`src/rtl/rx_frame_packer_pkg.sv`:
```
// Shared 8b10b K-code constants, framing states and symbol classification for the rx word packer.
package rx_frame_packer_pkg;

  localparam logic [7:0] K28_1 = 8'h3C;
  localparam logic [7:0] K28_2 = 8'h5C;
  localparam logic [7:0] K28_3 = 8'h7C;
  localparam logic [7:0] K28_5 = 8'hBC;
  localparam logic [7:0] K28_7 = 8'hFC;

  localparam logic [8:0] IDLE_SLOT = {1'b1, K28_1};

  typedef enum logic {
    S_IDLE  = 1'b0,
    S_FRAME = 1'b1
  } frame_state_e;

  typedef enum logic [2:0] {
    SYM_DATA,
    SYM_SOF,
    SYM_EOF,
    SYM_IDLE,
    SYM_ILLEGAL
  } sym_class_e;

  function automatic sym_class_e classify(input logic k, input logic [7:0] d);
    sym_class_e c;
    if (!k) begin
      c = SYM_DATA;
    end else begin
      case (d)
        K28_7, K28_5: c = SYM_SOF;
        K28_2, K28_3: c = SYM_EOF;
        K28_1:        c = SYM_IDLE;
        default:      c = SYM_ILLEGAL;
      endcase
    end
    return c;
  endfunction

endpackage

```
`src/rtl/rx_sync_fifo.sv`:
```
// Single-clock first-word-fall-through FIFO with occupancy output; a push into a full FIFO
// is only taken when a pop frees a slot in the same cycle, and rd_data reads zero while empty.
module rx_sync_fifo #(
  parameter int DSIZE = 27,
  parameter int ASIZE = 3
) (
  input  logic             clk,
  input  logic             rst_n,
  input  logic             wr_en,
  input  logic [DSIZE-1:0] wr_data,
  input  logic             rd_en,
  output logic [DSIZE-1:0] rd_data,
  output logic             rd_vld,
  output logic             full,
  output logic [ASIZE:0]   size
);

  localparam int DEPTH = 1 << ASIZE;

  logic [DSIZE-1:0] mem [DEPTH];
  logic [ASIZE-1:0] wr_ptr_q, wr_ptr_d, rd_ptr_q, rd_ptr_d;
  logic [ASIZE:0]   size_q, size_d;
  logic             wr_ok, rd_ok;

  always_comb begin
    rd_vld   = (size_q != '0);
    full     = (size_q == (ASIZE+1)'(DEPTH));
    rd_ok    = rd_en & rd_vld;
    wr_ok    = wr_en & (~full | rd_ok);
    wr_ptr_d = wr_ok ? wr_ptr_q + ASIZE'(1) : wr_ptr_q;
    rd_ptr_d = rd_ok ? rd_ptr_q + ASIZE'(1) : rd_ptr_q;
    case ({wr_ok, rd_ok})
      2'b10:   size_d = size_q + (ASIZE+1)'(1);
      2'b01:   size_d = size_q - (ASIZE+1)'(1);
      default: size_d = size_q;
    endcase
  end

  always_ff @(posedge clk) begin
    if (wr_ok) mem[wr_ptr_q] <= wr_data;
  end

  always_ff @(posedge clk or negedge rst_n) begin
    if (!rst_n) begin
      wr_ptr_q <= '0;
      rd_ptr_q <= '0;
      size_q   <= '0;
    end else begin
      wr_ptr_q <= wr_ptr_d;
      rd_ptr_q <= rd_ptr_d;
      size_q   <= size_d;
    end
  end

  assign rd_data = rd_vld ? mem[rd_ptr_q] : '0;
  assign size    = size_q;

endmodule

```
`src/rtl/rx_frame_packer.sv`:
```
// Packs decoded 8b10b symbols into BYTES_PER_WORD-slot words, pads partial words with K28.1,
// tracks SOF/EOF framing and keeps saturating lost/decoder/framing error counters.
module rx_frame_packer
  import rx_frame_packer_pkg::*;
#(
  parameter int BYTES_PER_WORD = 3,
  parameter int ASIZE          = 3,
  parameter int CNT_WIDTH      = 8
) (
  input  logic                        WCLK,
  input  logic                        RESET_N,
  input  logic                        enable_rx,
  input  logic                        cnt_clear,
  input  logic                        sym_valid,
  input  logic                        sym_k,
  input  logic [7:0]                  sym_data,
  input  logic                        sym_err,
  output logic [9*BYTES_PER_WORD-1:0] out_data,
  output logic                        out_valid,
  input  logic                        out_ready,
  output logic [ASIZE:0]              fifo_size,
  output logic                        in_frame,
  output logic [CNT_WIDTH-1:0]        lost_err_cnt,
  output logic [CNT_WIDTH-1:0]        decoder_err_cnt,
  output logic [CNT_WIDTH-1:0]        frame_err_cnt
);

  localparam int BPW = BYTES_PER_WORD;
  localparam int DW  = 9 * BPW;
  localparam int SW  = $clog2(BPW);

  sym_class_e     cls;
  frame_state_e   state_q, state_d;
  logic [SW-1:0]  byte_sel_q, byte_sel_d;
  logic [8:0]     slot_q [BPW];
  logic [8:0]     slot_d [BPW];
  logic [8:0]     sym_slot;
  logic [DW-1:0]  word;
  logic           acc, pack, flush, push, fifo_full;
  logic           lost_ev, dec_ev, frame_ev;
  logic [CNT_WIDTH-1:0] lost_d, dec_d, frame_d;
  logic [CNT_WIDTH-1:0] lost_q, dec_q, frame_q;

  function automatic logic [CNT_WIDTH-1:0] sat_next(input logic [CNT_WIDTH-1:0] c,
                                                    input logic ev, input logic clr);
    if (clr)                return '0;
    if (ev && (c != '1))    return c + CNT_WIDTH'(1);
    return c;
  endfunction

  always_comb begin
    cls      = classify(sym_k, sym_data);
    sym_slot = {sym_k, sym_data};
    acc      = sym_valid & enable_rx;
    pack     = acc & ((cls == SYM_DATA) | (cls == SYM_SOF) | (cls == SYM_EOF));
    // Disabling the lane flushes a partial word exactly like an IDLE symbol would.
    flush    = (byte_sel_q != '0) & ((acc & (cls == SYM_IDLE)) | ~enable_rx);
    push     = (pack & (byte_sel_q == SW'(BPW-1))) | flush;

    word = '0;
    for (int i = 0; i < BPW; i++) begin
      if (SW'(i) < byte_sel_q)                  word[DW-1-9*i -: 9] = slot_q[i];
      else if (pack && (SW'(i) == byte_sel_q))  word[DW-1-9*i -: 9] = sym_slot;
      else                                      word[DW-1-9*i -: 9] = IDLE_SLOT;
    end

    for (int i = 0; i < BPW; i++) slot_d[i] = slot_q[i];
    if (pack) slot_d[byte_sel_q] = sym_slot;

    if (push)      byte_sel_d = '0;
    else if (pack) byte_sel_d = byte_sel_q + SW'(1);
    else           byte_sel_d = byte_sel_q;

    state_d  = state_q;
    frame_ev = 1'b0;
    if (acc) begin
      case (cls)
        SYM_SOF:     if (state_q == S_IDLE) state_d = S_FRAME; else frame_ev = 1'b1;
        SYM_EOF:     if (state_q == S_FRAME) state_d = S_IDLE; else frame_ev = 1'b1;
        SYM_DATA:    if (state_q == S_IDLE) frame_ev = 1'b1;
        SYM_ILLEGAL: frame_ev = 1'b1;
        default:     ;
      endcase
    end

    lost_ev = push & fifo_full & ~(out_valid & out_ready);
    dec_ev  = acc & sym_err;
    lost_d  = sat_next(lost_q, lost_ev, cnt_clear);
    dec_d   = sat_next(dec_q, dec_ev, cnt_clear);
    frame_d = sat_next(frame_q, frame_ev, cnt_clear);
  end

  always_ff @(posedge WCLK or negedge RESET_N) begin
    if (!RESET_N) begin
      state_q    <= S_IDLE;
      byte_sel_q <= '0;
      for (int i = 0; i < BPW; i++) slot_q[i] <= '0;
      lost_q     <= '0;
      dec_q      <= '0;
      frame_q    <= '0;
    end else begin
      state_q    <= state_d;
      byte_sel_q <= byte_sel_d;
      for (int i = 0; i < BPW; i++) slot_q[i] <= slot_d[i];
      lost_q     <= lost_d;
      dec_q      <= dec_d;
      frame_q    <= frame_d;
    end
  end

  rx_sync_fifo #(
    .DSIZE (DW),
    .ASIZE (ASIZE)
  ) u_fifo (
    .clk     (WCLK),
    .rst_n   (RESET_N),
    .wr_en   (push),
    .wr_data (word),
    .rd_en   (out_ready),
    .rd_data (out_data),
    .rd_vld  (out_valid),
    .full    (fifo_full),
    .size    (fifo_size)
  );

  assign in_frame        = (state_q == S_FRAME);
  assign lost_err_cnt    = lost_q;
  assign decoder_err_cnt = dec_q;
  assign frame_err_cnt   = frame_q;

endmodule

```
`config.mk`:
```
export PLATFORM = sky130hd
export DESIGN_NAME = rx_frame_packer
export DESIGN_NICKNAME = d
export VERILOG_FILES = /design/src/rtl/rx_frame_packer_pkg.sv /design/src/rtl/rx_sync_fifo.sv /design/src/rtl/rx_frame_packer.sv
export SDC_FILE = /design/constraint.sdc
export NUM_CORES = 1
export LEC_CHECK = 0
export BUFFER_PORTS_ARGS = -buffer_cell sky130_fd_sc_hd__buf_2
export CAP_MARGIN = 30
export CELL_PAD_IN_SITES_DETAIL_PLACEMENT = 1
export CELL_PAD_IN_SITES_GLOBAL_PLACEMENT = 1
export CORE_UTILIZATION = 52
export CTS_CLUSTER_DIAMETER = 40
export CTS_CLUSTER_SIZE = 14
export DETAILED_ROUTE_END_ITERATION = 16
export GPL_ROUTABILITY_DRIVEN = 0
export HOLD_SLACK_MARGIN = 0.15
export PLACE_DENSITY_LB_ADDON = 0.08
export SLEW_MARGIN = 20
export SYNTH_ARGS = -nofsm -noshare
export SYNTH_HDL_FRONTEND = slang
export SYNTH_HIERARCHICAL = 1
export SYNTH_SLANG_ARGS = --single-unit
```
`constraint.sdc`:
```
create_clock -name WCLK -period 5.1 [get_ports WCLK]
set_clock_uncertainty 0.05 [all_clocks]
set_input_delay 1.275 -clock WCLK [delete_from_list [all_inputs] [get_ports WCLK]]
set_output_delay 1.275 -clock WCLK [all_outputs]
set_load 0.005 [all_outputs]
```
==> qor.yml, run 1 <==
vias: 6663
total_power_mw: 7.58
initial_core_util_pct: 53.7
cts_tree: "done"
powerDensity_nw_per_um2: 549
die_h_um: 153
drc_errors: 0
rsz0062_at_grt: "no"
clock.fmax_mhz: 245
port_buffers: 72
synth_seq_cells: 280
design.die.area_um2: 23400
grt-ovfl-total: 0
path_common_cell: "inv_1"
finish.instance_area_um2: 13800
critPathMaxFanout: 22
drv_slew: 0
final_nets: 864
synth_area_um2: 11900
drt_first_iter_violations: 411
hpwl_um: 17000
cts_setup_buffers: 0
antenna_found_initial: 0
crit_chain: "inv_1 > ha_1 > nor4b_1 > a31oi_2 > nand2_1 > inv_1 > nand3_1 > inv_1 > ha_1 > a211oi_1 > or3_1 > o211ai_1 > o221ai_1"
netlist_top_cells_area: "edfxtp_1 (55%), dfrtp_1 (13%), mux4_2 (10%)"
crit_required_ns: 5.41
cp.arrival_ns: 4.38
drive_gt1_share_pct: 28.9
hold_path.class: "flip-flop to flip-flop"
clk_pin_slew_worst_paths_ns: 0.05
synthTopCellsByCount: "edfxtp_1 (216), nor2_1 (70), dfrtp_1 (64), nand2_1 (59), mux4_2 (54)"
first_global_vias: 7413
postRouteAntennaNets: 0
cts.sinks: 280
grt_util_all_layers_pct: 24.0
p_leak_nw: 5.08
drt-met1-wl_um: 11200
synth_ff_type: "edfxtp_1"
yosysSeqAreaShare_pct: 68.2
setup_viol: 0
status: "finished clean"
avgRoutedWirePerCell_um: 23.5
die_w_um: 153
cp-start-kind: "flip-flop"
coreArea_um2: 22100
synth_top_area_share_pct: 54.7
area_growth_pct: 16.3
syn_area_per_cell_um2: 16.1
num_antenna_cells: 0
finalCriticalPeriod_ns: 4.08
grt_max_degree: 52
slew_headroom_pct: 34.4
clk_latency_ns: 0.50
numCtsBuffers: 38
cp-end-kind: "flip-flop"
cts_hold_repair.buffers: 0
hold_viol_final: 0
viasPerCell: 5.83
dpl-instance-area_um2: 12600
synth.most_common_cell: "edfxtp_1"
firstDrtPassIters: 5
crit_type: "flip-flop to flip-flop"
ioPinCount: 73
row_count: 54
maxCapViolCount: 0
synth-edff-count: 216
period_share_pct: 79.9
synth_cell_types: 62
finalSetupTns_ns: 0
cts-root-buf: "clkbuf_16"
wl_met3_um: 1460
ctsResizeCount: 0
worstMarginPinSlew_ns: 0.980
synth_cells: 738
yosysWarnings: 6
synth_top_cell_by_area: "edfxtp_1"
grt_pass1_wl_um: 42400
wl_met2_um: 13800
synthArstFlopShare_pct: 22.9
cts.htree.levels: 2
cpMaxStageDelayCell: "dfrtp_1"
clockBufferDepth: 3
slowest_delay_ns: 0.75
wl_um: 26800
ir_drop_v: 0.000248
syn_nets: 766
top_layer: "met4"
[metrics by stage]
step | util, % | hold WS [ns] | instances | worst slack (ns)
final | 62.5 | 0.427 | 1143 | 1.02
after global routing | 62.5 | 0.471 | 1143 | 0.751
after global placement | 56.8 | 0.410 | 1070 | 0.969
after detailed placement | 56.8 | 0.416 | 1070 | 0.722
after floorplan | - | 0.396 | 738 | 0.468
after CTS | 62.3 | 0.428 | 1137 | 0.999
[critical path: cells and delay by family, from the launching register on]
family	cells	cell delay (ns)
compound gates	4	0.76
buf+inv	3	0.35
simple gates	4	1.28
flops	1	0.75
fa+ha+maj	2	0.75
[cell families after synthesis]
logic type                 after synthesis  synth area share [%]
AOI/OAI and AO/OA                       68                  4.02
xor gates and xnor gates                15                  1.11
adders and majority gates               12                  1.33
buffers and inverters                   52                  2.08
DFF                                    280                  68.2
muxes                                  110                  15.3
and+or+nand+nor                        201                  8.04
[final cells by class]
cell class                      count  area (um^2)
Clock buffer                       42          987
Clock inverter                     25          208
Fill cell                        2020         8290
Inverter                           17         63.8
Multi-Input combinational cell    406         3570
Sequential cell                   280         8090
Tap cell                          280          350
Timing Repair Buffer               93          531
[registers in the layout, indices dropped and copies added, names as in the netlist]
| signal | flops |
|---|---|
| u_fifo/size | 4 |
| u_fifo/rd_ptr_q | 3 |
| frame_err_cnt | 8 |
| byte_sel_q | 2 |
| u_fifo/wr_ptr_q | 3 |
| in_frame | 1 |
| slot_q | 27 |
| u_fifo/mem | 216 |
| lost_err_cnt | 8 |
| decoder_err_cnt | 8 |
[report_power, final]
group | switching, mW | internal (mW)
Combinational | 0.968 | 0.948
Clock | 0.973 | 1.51
Sequential | 0.320 | 2.86
Total | 2.26 | 5.32
[layout by cell type (no fill, tap or decap), drive strengths merged, types with 9 or more instances in the layout]
cell    synthesis  final
a21oi          21     21
buf            22     91
clkbuf         13     44
clkinv          0     13
dfrtp          64     64
edfxtp        216    216
ha             11     11
inv            17     21
mux2           24     24
mux2i          32     32
mux4           54     54
nand2          60     60
nand3          16     16
nor2           71     71
nor2b           9      9
o21ai          15     15
xnor2           9      9
[per-layer routing]
metal | vias to the layer above | GRT usage [%]
li1 | 3019 | -
met1 | 3442 | 31.0
met2 | 169 | 41.8
met3 | 33 | 4.34
met4 | 0 | 6.30
met5 | - | 0
[final timing paths]
check | startpoint | endpoint | slack [ns] | cells past startpoint
max | byte_sel_q[1]$_DFFE_PN0P_ | u_fifo/size[3]$_DFFE_PN0P_ | 1.02 | 13
min | slot_q[4]$_DFFE_PN0N_ | slot_q[4]$_DFFE_PN0N_ | 0.43 | 2
max reg2reg | byte_sel_q[1]$_DFFE_PN0P_ | u_fifo/size[3]$_DFFE_PN0P_ | 1.02 | 13
min reg2reg | slot_q[4]$_DFFE_PN0N_ | slot_q[4]$_DFFE_PN0N_ | 0.43 | 2
max in group asynchronous | RESET_N | decoder_err_cnt[1]$_DFFE_PN0P_ | 3.37 | 2
min in group asynchronous | RESET_N | lost_err_cnt[7]$_DFFE_PN0P_ | 0.61 | 1
Power figures use the tool's default switching activity.
==> run 2, diff against run 1 <==
ABC_AREA = 1   (was not set)
CORE_UTILIZATION = 44   (was 52)
clock period = 3.35 ns   (was 5.1 ns; I/O delays follow)
==> run 2 against run 1 <==
Compared with the run above:
- clock-buffer cell count increased by 2
- routed wire length rose by 18%
- worst hold slack got worse by 0.13 ns
- non-clock buffer count increased by 24
- die area rose by 21%
- highest routed layer unchanged
- critical path type is now flip-flop to primary output
- sequential share of layout area decreased by 3.1 points
- power is 66% higher
- combinational power rose by 99%
- area after synthesis up 2.9%
- sequential power rose by 43%
==> qor.yml, run 2 <==
synthTopCellsByCount: "nor2_1 (259), edfxtp_1 (216), o21ai_0 (154), nand2_1 (129), o21ai_1 (72)"  # was edfxtp_1 (216), nor2_1 (70), dfrtp_1 (64), nand2_1 (59), mux4_2 (54)
largest_reg_flops: 216  # unchanged
synth_area_um2: 12200  # was 11,900 um^2
synth.most_common_cell: "nor2_1"  # was edfxtp_1
synth_cell_types: 40  # was 62
wl_um: 31500  # was 26,800 um
synth_ff_type: "edfxtp_1"  # unchanged
drc_errors: 0  # unchanged
grt_max_degree: 79  # was 52
cts_hold_repair.buffers: 0  # unchanged
hpwl_um: 19500  # was 17,000 um
syn_nets: 1173  # was 766
grt_util_all_layers_pct: 23.0  # was 24.0%
cts_setup_buffers: 0  # unchanged
globalRouteMet3Util_pct: 3.44  # was 4.34%
dp_cells: 1576  # was 1,070
firstDrtPassIters: 5  # unchanged
crit_type: "flip-flop to primary output"  # was flip-flop to flip-flop
setup_viol: 0  # unchanged
clk_latency_ns: 0.51  # was 0.50 ns
cts-root-buf: "clkbuf_16"  # unchanged
synth_cells: 1145  # was 738
yosysSeqAreaShare_pct: 66.2  # was 68.2%
synth_seq_cells: 280  # unchanged
die_w_um: 169  # was 153 um
hold_viol_final: 0  # unchanged
synthArstFlopShare_pct: 22.9  # unchanged
initial_core_util_pct: 45.1  # was 53.7%
finalSetupTns_ns: 0  # unchanged
cp-start-kind: "flip-flop"  # unchanged
maxCapViolCount: 0  # unchanged
antenna_found_initial: 0  # unchanged
instances_no_fill: 1648  # was 1,143
grt-ovfl-total: 0  # unchanged
status: "finished clean"  # unchanged
clockBufferDepth: 3  # unchanged
netlist_top_cells_area: "edfxtp_1 (53%), dfrtp_1 (13%), nor2_1 (8.0%)"  # was edfxtp_1 (55%), dfrtp_1 (13%), mux4_2 (10%)
num_antenna_cells: 0  # unchanged
drive_gt1_share_pct: 17.2  # was 28.9%
fin_util_pct: 53.7  # was 62.5%
first_global_vias: 9066  # was 7,413
reg.largest.list: "u_fifo/mem (216), slot_q (27)"  # unchanged
powerDensity_nw_per_um2: 862  # was 549 nW/um^2
cts.htree.levels: 2  # unchanged
coreArea_um2: 27100  # was 22,100 um^2
hold_path.class: "primary input to asynchronous set/reset pin"  # was flip-flop to flip-flop
ir_drop_v: 0.000446  # was 0.000248 V
p_leak_nw: 5.70  # was 5.08 nW
numCtsBuffers: 38  # unchanged
yosysWarnings: 6  # unchanged
rsz0062_at_grt: "no"  # unchanged
port_buffers: 72  # unchanged
row_count: 60  # was 54
startpoint: "u_fifo/rd_ptr_q[0]$_DFFE_PN0N_"  # was byte_sel_q[1]$_DFFE_PN0P_
synth_top_cell_by_area: "edfxtp_1"  # unchanged
ctsResizeCount: 0  # unchanged
clk_pin_slew_worst_paths_ns: 0.06  # was 0.05 ns
slew_headroom_pct: 44.3  # was 34.4%
reg2reg_from: "byte_sel_q[0]$_DFFE_PN0P_"  # was byte_sel_q[1]$_DFFE_PN0P_
clock.fmax_mhz: 307
synth_top_area_share_pct: 53.1  # was 54.7%
drt_first_iter_violations: 522  # was 411
design.die.area_um2: 28400  # was 23,400 um^2
vias: 8609  # was 6,663
cp.arrival_ns: 2.37  # was 4.38 ns
die_h_um: 169  # was 153 um
cts.sinks: 280  # unchanged
crit_required_ns: 2.46  # was 5.41 ns
grt_pass1_wl_um: 50000  # was 42,400 um
postRouteAntennaNets: 0  # unchanged
worstReg2RegEnd: "u_fifo/size[3]$_DFFE_PN0P_"  # unchanged
syn_area_per_cell_um2: 10.7  # was 16.1 um^2
worstRegToRegCells: 15  # was 13
finalCriticalPeriod_ns: 3.26
final_common_cell: "nor2_1"  # was edfxtp_1
largest-register: "u_fifo/mem"  # unchanged
viasPerCell: 5.22  # was 5.83
r2r_setup_slack_ns: 0.74  # was 1.02 ns
synth-edff-count: 216  # unchanged
period_share_pct: 97.2
final_nets: 1274  # was 864
use_met2_pct: 40.2  # was 41.8%
grtUsageMet1_pct: 29.9  # was 31.0%
layout_common_cells: "nor2_1 (255), edfxtp_1 (216), o21ai_0 (154), nand2_1 (129), buf_2 (76)"  # was edfxtp_1 (216), buf_2 (75), nor2_1 (64), dfrtp_1 (62), nand2_1 (59)
area_growth_pct: 19.2  # was 16.3%
avgRoutedWirePerCell_um: 19.1  # was 23.5 um
gr-max-usage-layer: "met2"  # unchanged
worstMarginPinSlew_ns: 0.825  # was 0.980 ns
cts_tree: "done"  # unchanged
total_power_mw: 12.5  # was 7.58 mW
critPathMaxFanout: 26  # was 22
ioPinCount: 73  # unchanged
cp-end-kind: "primary output"  # was flip-flop
drv_slew: 0  # unchanged
-- run 2: cell families (layout without fill, tap and decap cells) --
logic type               Yosys count  count (layout)  share of synthesized area, %
AND/OR/NAND/NOR                  459             459                          15.7
flip-flops                       280             280                          66.2
AO/OA/AOI/OAI                    254             254                          10.8
buffers and inverters            124             255                          4.87
XOR/XNOR                          16              16                          1.15
adder cells (fa/ha/maj)           12              12                          1.29
-- run 2: metal layers --
metal	vias to the layer above	share of wire [%]
li1	4138	-
met1	4252	44
met2	161	50
met3	58	3.7
met4	0	1.9
met5	-	0
-- run 2: critical path, stage by stage (launching register included) --
cell	delay [ns]
dfrtp_2	0.45
inv_4	0.26
buf_4	0.31
o21ai_0	0.15
o21ai_0	0.11
o21ai_0	0.13
nor2_1	0.26
buf_2	0.17
-- run 2: how the worst max path moves through the flow --
| stage | to | slack [ns] | cells past startpoint |
|---|---|---|---|
| detailed placement | u_fifo/size[3]$_DFFE_PN0P_ | 0.26 | 17 |
| floorplan | u_fifo/mem[5][0]$_DFFE_PP_ | -0.75 | 10 |
| CTS | out_data[16] | 0.09 | 7 |
| finish | out_data[16] | 0.09 | 7 |
| global placement | u_fifo/mem[6][14]$_DFFE_PP_ | 0.31 | 10 |
| global route | out_data[16] | 0.004 | 7 |
-- run 2: per-stage QoR --
stage | setup slack, ns | instance area (um^2) | hold WS (ns)
CTS | 0.0929 | 14500 | 0.311
detailed placement | 0.256 | 13200 | 0.424
global placement | 0.311 | 13200 | 0.410
global route | 0.00370 | 14600 | 0.330
floorplan | -0.751 | 12200 | 0.393
finish | 0.0931 | 14600 | 0.297
-- run 2: power by group --
part | total [mW] | leakage (nW) | switching, mW | internal (mW)
clock network | 4.16 | 0.652 | 1.56 | 2.59
logic | 3.83 | 2.31 | 2.54 | 1.29
registers | 4.56 | 2.74 | 0.224 | 4.34
total | 12.5 | 5.70 | 4.33 | 8.22
-- run 2: cell type report --
cell class                 instances  area, um^2
multi-input combinational        741        3580
timing repair buffer             117         826
sequential                       280        8090
fill                            2917       12500
tap                              372         465
inverter                          68         258
clock buffer                      44        1050
clock inverter                    26         290
==> run 3, diff against run 2 <==
CORE_MARGIN = 2   (was not set)
CORE_UTILIZATION = 40   (was 44)
==> run 3 against run 2 <==
Compared with the run above:
- clock-buffer cell count shrank 3
- highest routed layer unchanged
- global-route usage decreased by 3.0 points
- clock power up 1%
- largest cell class unchanged
- cell count up 1.2%
- die area up 12%
- critical path type unchanged
- register-to-register slack worse by 0.15 ns
==> qor.yml, run 3 (synthesis results as in run 2) <==
hpwl_um: 19100  # was 19,500 um
crit_type: "flip-flop to primary output"  # unchanged
cts_hold_repair.buffers: 0  # unchanged
drt_first_iter_violations: 508  # was 522
worstMarginPinSlew_ns: 0.892  # was 0.825 ns
num_antenna_cells: 0  # unchanged
dpl_worst_slack_ns: 0.285  # was 0.256 ns
final_nets: 1273  # was 1,274
grt_pass1_wl_um: 49400  # was 50,000 um
slew_headroom_pct: 39.9  # was 44.3%
postRouteAntennaNets: 0  # unchanged
largest-register: "u_fifo/mem"  # unchanged
cts.sinks: 280  # unchanged
final_common_cell: "nor2_1"  # unchanged
status: "finished clean"  # unchanged
p_leak_nw: 5.69  # was 5.70 nW
nFillCells: 3266  # was 2,917
ctsResizeCount: 0  # unchanged
die_w_um: 179  # was 169 um
finish.instance_area_um2: 14600  # about the same
drc_errors: 0  # unchanged
grt_max_degree: 82  # was 79
setup_ws_ns: 0.244  # was 0.0931 ns
register_area_um2: 8090  # unchanged
rsz0062_at_grt: "no"  # unchanged
vias: 8573  # was 8,609
firstDrtPassIters: 6  # was 5
grt-ovfl-total: 0  # unchanged
clk_latency_ns: 0.53  # was 0.51 ns
maxCapViolCount: 0  # unchanged
multiInputGateArea_um2: 3580  # unchanged
timing.hold.ws_ns: 0.375  # was 0.297 ns
reg.largest.list: "u_fifo/mem (216), slot_q (27)"  # unchanged
drive_gt1_share_pct: 17.8  # was 17.2%
row_count: 63  # was 60
viasPerCell: 5.14  # was 5.22
instances_no_fill: 1668  # was 1,648
cp-end-kind: "primary output"  # unchanged
largest_reg_flops: 216  # unchanged
grt_util_all_layers_pct: 20.0  # was 23.0%
period_share_pct: 92.7  # was 97.2%
antenna_found_initial: 1  # was 0
die_h_um: 179  # was 169 um
clockBufferDepth: 3  # unchanged
cts_tree: "done"  # unchanged
dpl-instance-area_um2: 13200  # unchanged
drv_slew: 0  # unchanged
critPathMaxFanout: 31  # was 26
cts-root-buf: "clkbuf_16"  # unchanged
dp_cells: 1589  # was 1,576
port_buffers: 72  # unchanged
hold_viol_final: 0  # unchanged
worstRegToRegCells: 16  # was 15
clock.fmax_mhz: 322  # was 307 MHz
cts_setup_buffers: 0  # unchanged
layout_common_cells: "nor2_1 (255), edfxtp_1 (216), o21ai_0 (153), nand2_1 (129), buf_2 (75)"  # was nor2_1 (255), edfxtp_1 (216), o21ai_0 (154), nand2_1 (129), buf_2 (76)
crit_required_ns: 2.46  # about the same
numCtsBuffers: 41  # was 38
wl_um: 30700  # was 31,500 um
powerDensity_nw_per_um2: 857  # was 862 nW/um^2
coreArea_um2: 29900  # was 27,100 um^2
hold_path.class: "primary input to asynchronous set/reset pin"  # unchanged
cp.arrival_ns: 2.22  # was 2.37 ns
design.die.area_um2: 31900  # was 28,400 um^2
cp-start-kind: "flip-flop"  # unchanged
initial_core_util_pct: 40.9  # was 45.1%
finalCriticalPeriod_ns: 3.11  # was 3.26 ns
cts.htree.levels: 2  # unchanged
area_growth_pct: 19.5  # was 19.2%
setup_viol: 0  # unchanged
total_power_mw: 12.5  # about the same
ioPinCount: 73  # unchanged
first_global_vias: 8927  # was 9,066
avgRoutedWirePerCell_um: 18.4  # was 19.1 um
ir_drop_v: 0.000441  # was 0.000446 V
clk_pin_slew_worst_paths_ns: 0.06  # about the same
run 3: cell count changes in the layout (fill, tap and decap cells not counted), moves of 2 or more:
cell | before | now
clkbuf_1 | 2 | 0
clkinv_2 | 4 | 8
buf_4 | 30 | 25
clkinv_1 | 5 | 2
bufinv_16 | 4 | 2
clkinvlp_4 | 2 | 4
inv_6 | 5 | 12
run 3: metal layers:
layer,vias up,wire length (um),global-route usage (%)
met5,-,0,0
met4,0,552,4.84
met3,45,1050,2.78
met2,132,14800,34.4
met1,4255,14200,26.8
li1,4141,-,-
run 3: area by class of cell:
| class | instances | area share, % |
|---|---|---|
| sequential | 280 | 55.5 |
| multi-input combinational | 741 | 24.5 |
| clock buffer | 41 | 7.03 |
| timing repair buffer | 113 | 5.54 |
| tap | 390 | 3.35 |
| clock inverter | 35 | 2.29 |
| inverter | 68 | 1.79 |
run 3: power breakdown:
| part | total (mW) | internal (mW) | leakage, nW | switching, mW |
|---|---|---|---|---|
| Clock | 4.21 | 2.48 | 0.671 | 1.72 |
| Combinational | 3.74 | 1.28 | 2.29 | 2.46 |
| Sequential | 4.55 | 4.34 | 2.74 | 0.217 |
run 3: stage by stage:
step | util, % | setup TNS (ns)
floorplan | - | -81.15
global placement | 44.2 | 0
detailed placement | 44.2 | 0
CTS | 48.8 | 0
global route | 48.8 | 0
finish | 48.8 | 0
run 3: final timing paths:
| check | startpoint | to | slack, ns |
|---|---|---|---|
| max | u_fifo/rd_ptr_q[1]$_DFFE_PN0N_ | out_data[0] | 0.24 |
| min | RESET_N | frame_err_cnt[3]$_DFFE_PN0P_ | 0.38 |
| max reg2reg | byte_sel_q[0]$_DFFE_PN0P_ | u_fifo/size[3]$_DFFE_PN0P_ | 0.59 |
| min reg2reg | slot_q[22]$_DFFE_PN0N_ | slot_q[22]$_DFFE_PN0N_ | 0.43 |
| max in group asynchronous | RESET_N | u_fifo/rd_ptr_q[0]$_DFFE_PN0N_ | 2.18 |
| min in group WCLK | slot_q[22]$_DFFE_PN0N_ | slot_q[22]$_DFFE_PN0N_ | 0.43 |
run 3: critical path, cell delays in order, from the launching register on:
cell and delay, ns:
dfrtp_2 0.57, buf_4 0.39, o21ai_0 0.16, o21ai_1 0.23
o21ai_0 0.11, nor2_1 0.09, buf_2 0.11
